### src/rtl/iob_parking_sensor.sv
// iob_parking_sensor: per-spot 2-flop sync + debounce, occupancy bitmap/count, sticky change flags, IOb register port.
// Optional change interrupt: define PARKING_SENSOR_IRQ_EN.
module iob_parking_spot #(
  parameter int DEBOUNCE_W = 16
) (
  input  logic                  clk,
  input  logic                  rst,
  input  logic                  sync_bit,
  input  logic [DEBOUNCE_W-1:0] thr,
  output logic                  stable,
  output logic                  change_set
);
  logic [DEBOUNCE_W-1:0] cnt;
  logic [DEBOUNCE_W:0]   cnt_inc;

  // Extra carry bit lets the counter saturate instead of wrapping.
  assign cnt_inc    = {1'b0, cnt} + (DEBOUNCE_W+1)'(1);
  assign change_set = (sync_bit != stable) && (cnt_inc >= {1'b0, thr});

  always_ff @(posedge clk or negedge rst) begin
    if (!rst) begin
      cnt    <= '0;
      stable <= 1'b0;
    end else if (sync_bit == stable) begin
      cnt <= '0;
    end else if (change_set) begin
      stable <= ~stable;
      cnt    <= '0;
    end else if (!cnt_inc[DEBOUNCE_W]) begin
      cnt <= cnt_inc[DEBOUNCE_W-1:0];
    end
  end
endmodule

module iob_parking_sensor #(
  parameter int N_SPOTS      = 32,
  parameter int DEBOUNCE_W   = 16,
  parameter int DEBOUNCE_RST = 1000
) (
  input  logic               clk,
  input  logic               rst,
  input  logic [N_SPOTS-1:0] sensor_in,
  input  logic               valid,
  input  logic [1:0]         addr,
  input  logic [31:0]        wdata,
  input  logic [3:0]         wstrb,
  output logic [31:0]        rdata,
  output logic               ready
`ifdef PARKING_SENSOR_IRQ_EN
  ,
  output logic               irq
`endif
);
  localparam logic [1:0] A_STATUS = 2'd0, A_COUNT = 2'd1, A_CHANGE = 2'd2, A_DEB = 2'd3;

  typedef struct packed {
    logic       rd;
    logic       wr;
    logic [1:0] addr;
  } req_t;

  req_t                  req;
  logic [N_SPOTS-1:0]    sync1, sync2, stable, change_set, change;
  logic [5:0]            count, pop;
  logic [DEBOUNCE_W-1:0] debounce, thr, deb_merge;
  logic [31:0]           rd_mux;
  logic                  unused_wdata;

  assign req.rd       = valid && (wstrb == 4'd0);
  assign req.wr       = valid && (wstrb != 4'd0);
  assign req.addr     = addr;
  assign unused_wdata = ^wdata;

  assign thr = (debounce == '0) ? DEBOUNCE_W'(1) : debounce;

  always_ff @(posedge clk or negedge rst) begin
    if (!rst) begin
      sync1 <= '0;
      sync2 <= '0;
    end else begin
      sync1 <= sensor_in;
      sync2 <= sync1;
    end
  end

  for (genvar g = 0; g < N_SPOTS; g++) begin : g_spot
    iob_parking_spot #(.DEBOUNCE_W(DEBOUNCE_W)) u_spot (
      .clk       (clk),
      .rst       (rst),
      .sync_bit  (sync2[g]),
      .thr       (thr),
      .stable    (stable[g]),
      .change_set(change_set[g])
    );
  end

  always_comb begin
    pop = '0;
    for (int i = 0; i < N_SPOTS; i++) pop = pop + 6'(stable[i]);
  end

  always_comb begin
    deb_merge = debounce;
    for (int i = 0; i < DEBOUNCE_W; i++)
      if (wstrb[i/8]) deb_merge[i] = wdata[i];
  end

  always_comb begin
    rd_mux = '0;
    case (req.addr)
      A_STATUS: rd_mux = 32'(stable);
      A_COUNT:  rd_mux = 32'(count);
      A_CHANGE: rd_mux = 32'(change);
      default:  rd_mux = 32'(debounce);
    endcase
  end

  always_ff @(posedge clk or negedge rst) begin
    if (!rst) begin
      count    <= '0;
      change   <= '0;
      debounce <= DEBOUNCE_W'(DEBOUNCE_RST);
      rdata    <= '0;
      ready    <= 1'b0;
    end else begin
      count <= pop;
      ready <= valid;
      // New changes landing on the clearing edge survive the clear.
      if (req.rd && req.addr == A_CHANGE) change <= change_set;
      else                                change <= change | change_set;
      if (req.rd) rdata <= rd_mux;
      if (req.wr && req.addr == A_DEB) debounce <= deb_merge;
    end
  end

`ifdef PARKING_SENSOR_IRQ_EN
  logic [N_SPOTS-1:0] stable_mask;
  assign stable_mask = '1;

  always_ff @(posedge clk or negedge rst) begin
    if (!rst) irq <= 1'b0;
    else      irq <= |(change & stable_mask);
  end
`endif
endmodule
### config.mk
export PLATFORM = sky130hd
export DESIGN_NAME = iob_parking_sensor
export DESIGN_NICKNAME = d
export VERILOG_FILES = /design/src/rtl/iob_parking_sensor.sv
export SDC_FILE = /design/constraint.sdc
export NUM_CORES = 2
export LEC_CHECK = 0
export CAP_MARGIN = 15
export CORE_ASPECT_RATIO = 2
export CORE_UTILIZATION = 63
export CTS_CLUSTER_DIAMETER = 30
export DETAILED_ROUTE_END_ITERATION = 8
export GPL_ROUTABILITY_DRIVEN = 1
export PLACE_DENSITY = 0.85
export SLEW_MARGIN = 40
export SYNTH_ARGS = -nofsm -noshare
export SYNTH_HDL_FRONTEND = slang
export SYNTH_SLANG_ARGS = --single-unit
### constraint.sdc
create_clock -name clk -period 5.35 [get_ports clk]
set_clock_uncertainty 0.1 [all_clocks]
set_input_delay 1.07 -clock clk [delete_from_list [all_inputs] [get_ports clk]]
set_output_delay 1.07 -clock clk [all_outputs]
set_load 0.005 [all_outputs]
==> metrics.csv <==
stage,metric,value,unit
run_status,status,finished clean,
drt,Pre-antenna DRT Iters,6,
synthesis,post-synthesis sequential area ratio,39.3,%
timing,"Period Utilization, post-route",93.9,%
timing,f_max,199,MHz
placed_design,port bufs,89,
drt,"wirelength, routed",120,mm
clock_network,# hold bufs at CTS,0,
timing,Fin. Hold Viols,0,
worst_setup_path,crit path DAT,5550,ps
clock_network,cts bufs inserted,105,
floorplanning,core area,69600,um^2
synthesis,Syn Inst Count,4460,
timing,Worst Tran Pin Value,870,ps
synthesis,Simple-Gate Fraction of Synth Area,18.8,%
pwr,logic gate share of total power,42.2,%
drt,WL/cell,21.4,um
global_route,GR Util met1,35.3,%
pwr,Pleak,25.4,nW
floorplanning,Rows,137,
global_route,pin count of the biggest net entering global routing,115,
pwr,part of the power in registers,28.3,%
pwr,pwr dens,480,nW/um^2
synthesis,Post-synth EDFFs,0,
worst_setup_path,CP Cell Sequence,"fa_1, inv_1, fa_1, inv_1, fa_1, inv_1, fa_1, fa_1, fa_1, inv_1, ha_1, fa_1, a21o_1, a21oi_1, xnor2_1",
layout,antenna cell count,0,
drt,vias per cell,6.41,
worst_setup_path,type of origin of the critical path,flip-flop,
synthesis,largest family of logic cells by synthesized area,simple AND/OR/NAND/NOR gates,
timing,Setup-failing EPs final,0,
drt,DR iter-0 viols,2109,
drt,Post-DRT Antenna Nets,0,
global_route,total grt overflow,0,
synthesis,syn_nets,5108,
floorplanning,Die Footprint,71400,um^2
floorplanning,die width,190,um
worst_setup_path,critical path's most frequent cell,fa_1,
floorplanning,Die Span Y,377,um
job,max-cap violations,0,
clock_network,clk_lat worst skew,700,ps
clock_network,Post-CTS Repair Setup Buffers,0,
worst_setup_path,Worst EP required,5870,ps
clock_network,Clock transition at path regs,60,ps
layout,Layout Cells excl Fill,5613,
clock_network,CTS resizes,0,
timing,fin. max-slew vios,0,
worst_setup_path,Setup Crit Path Kind,reg2reg,
clock_network,H-tree depth,3,
drt,routed via count,35984,
placed_design,DP HPWL,80.9,mm
drt,drt drc,0,
placed_design,Post-Place Setup Slack,375,ps
synthesis,mean post-synth cell area,9.93,um^2
synthesis,Seq cells post-synth,695,
clock_network,sinks on the clock net,695,
clock_network,CTS tree,done,
floorplanning,number of I/O pins,106,
synthesis,warnings from Yosys,0,
synthesis,asr flop ratio synth,100,%
synthesis,post-synthesis adder-cell area fraction,16.6,%
timing,crit path time final,5030,ps
synthesis,proportion of synthesized area in mux cells,2.30,%
timing,Final TNS setup,0,ps
worst_setup_path,crit-path max FO,4,
worst_setup_path,delay of the slowest critical-path stage,580,ps
clock_network,CTS Buffer Depth,3,
global_route,initial antenna violation count,2,
global_route,vias in the first global route,38252,
timing,"Worst Setup Slack, final",324,ps
floorplanning,Initial Util,63.7,%
synthesis,Compound-Gate Fraction of Synth Area,10.1,%
timing,RSZ-0062 raised after global routing,no,
worst_setup_path,Worst path slowest cell,fa_1,
global_route,GR Util met2,59.2,%
synthesis,Synth Cell Area,44300,um^2
placed_design,post-placement cell count,5419,
synthesis,Yosys cell types,80,
layout,Area growth syn-to-layout,13.0,%
layout,# nets final,5271,
global_route,grt met3 use,7.36,%
layout,fraction of layout cells with a size suffix above 1,7.79,%
timing,Max-slew headroom,41.9,%
global_route,first-pass GRT wire length,192,mm
global_route,GR peak layer,met2,
pwr,Clk pwr share,29.5,%
pwr,switching power,9.54,mW
synthesis,Most used DFF post-synth,dfrtp_1,
synthesis,XOR/XNOR Fraction of Synth Area,9.96,%
pwr,Max VDD drop,0.00109,V
min_path,Hold WC Path Type,in2async,
placed_design,Final GP Congestion,0.932,
worst_setup_path,critical path endpoint category,flip-flop,
pwr,Switching Share,39.7,%
worst_setup_path,FF-to-FF path depth,15,
pwr,Pint,14.5,mW
global_route,GR Util All Layers,34.3,%
clock_network,clock root cell,clkbuf_16,
-- flip-flops by register name (all words and copies together) (netlist names) --
signal and cells:
sync1 32, debounce 16, count 6, change 32, g_spot.u_spot.cnt 512, g_spot.u_spot.stable 32, rdata 32, sync2 32
ready 1
-- worst max-delay path: cells and delay by family, from the launching register on --
family / cells / cell delay, ps
flops: 1 / 440
xor+xnor: 1 / 130
fa+ha+maj: 8 / 3670
compound gates: 2 / 380
buf+inv: 4 / 240
-- kinds of logic after synthesis --
logic type,count (synthesis)
AOI/OAI and AO/OA,703
muxes,87
and+or+nand+nor,1567
buffers and inverters,329
xor gates and xnor gates,504
adders and majority gates,575
DFF,695
-- metrics by stage --
stage / util (%) / area, um^2 / hold slack, ps / power, mW
floorplan: - / 44300 / 231 / 14.0
global placement: 66.6 / 46400 / 233 / 16.2
detailed placement: 66.7 / 46400 / 235 / 16.9
CTS: 72.0 / 50100 / 162 / 24.0
global route: 72.0 / 50100 / 187 / 25.5
finish: 72.0 / 50100 / 174 / 24.1
-- layout by cell type (no fill, tap or decap), types with 18 or more instances in the layout --
cell type	n
a211o_1	18
a211oi_1	30
a21o_1	44
a21oi_1	298
a22o_1	19
and2_1	21
and3_1	125
and4_1	63
buf_4	36
clkbuf_16	106
clkdlybuf4s50_1	86
dfrtp_1	689
fa_1	24
ha_1	551
inv_1	238
mux2_2	55
mux2i_1	25
nand2_1	276
nand2b_1	20
nand3_1	249
nand4_1	125
nor2_1	288
nor2b_1	226
nor3_1	53
nor3b_1	20
nor4_1	19
o211ai_1	23
o21ai_0	99
o31ai_1	34
xnor2_1	288
xor2_1	215
-- cells in the mapped netlist, types with 7 or more instances --
master | count | area [um^2]
dfrtp_1 | 689 | 17200
a21oi_1 | 299 | 1500
nor2_1 | 290 | 1090
nor2b_1 | 226 | 1410
mux2_2 | 55 | 619
a221o_1 | 7 | 70.1
o21a_1 | 17 | 128
a211oi_1 | 30 | 225
a211o_1 | 18 | 158
o31ai_1 | 34 | 255
a22oi_1 | 11 | 82.6
inv_1 | 253 | 950
nor3b_1 | 21 | 158
nand2_1 | 277 | 1040
o211a_1 | 11 | 110
a41o_1 | 7 | 70.1
clkbuf_1 | 43 | 161
fa_1 | 24 | 480
nand3_1 | 249 | 1250
buf_2 | 23 | 115
and3_1 | 125 | 782
a21o_1 | 44 | 330
or4_1 | 7 | 52.6
nand3b_1 | 11 | 82.6
xnor2_1 | 288 | 2520
a22o_1 | 19 | 166
a41oi_1 | 12 | 105
nor4_1 | 19 | 119
and4_1 | 63 | 552
a31oi_1 | 16 | 100
nand4_1 | 125 | 782
a221oi_1 | 9 | 78.8
and2b_1 | 7 | 52.6
ha_1 | 551 | 6890
or3_1 | 8 | 50.1
nor3_1 | 53 | 265
and2b_2 | 11 | 96.3
nand2b_1 | 20 | 125
and2_1 | 21 | 131
o2111ai_1 | 9 | 78.8
o21ai_0 | 99 | 495
xor2_1 | 216 | 1890
mux2i_1 | 25 | 250
o211ai_1 | 23 | 173
-- routing by layer --
| metal | vias up | routed length, um |
|---|---|---|
| li1 | 16228 | - |
| met1 | 17710 | 41800 |
| met2 | 1403 | 59600 |
| met3 | 639 | 8020 |
| met4 | 4 | 10800 |
| met5 | - | 47 |
-- power groups by stage --
stage	Sequential [mW]	Clock, mW	Combinational [mW]
after floorplan	6.63	0	7.33
after CTS	6.80	7.12	10.1
after detailed placement	6.86	0	10.0
after global placement	6.83	0	9.42
final	6.82	7.09	10.2
after global routing	6.88	7.34	11.3
-- final cells by class --
type                            instances  area [um^2]
Tap cell                              903         1130
Clock buffer                          116         2760
Sequential cell                       695        17400
Timing Repair Buffer                  132         1290
Clock inverter                         78          872
Inverter                              253          962
Multi-Input combinational cell       3436        25700
Fill cell                            4664        19500
-- path summary, 6_finish.rpt --
check | start | to | slack [ps]
min | rst | g_spot[0].u_spot.cnt[6] | 170
max | g_spot[17].u_spot.stable | count[4] | 320
min reg2reg | sync1[30] | sync2[30] | 240
min in group clk | sync1[30] | sync2[30] | 240
max reg2reg | g_spot[17].u_spot.stable | count[4] | 320
max in group asynchronous | rst | g_spot[16].u_spot.cnt[11] | 3580
No activity file was read; power rests on OpenSTA's default activity.
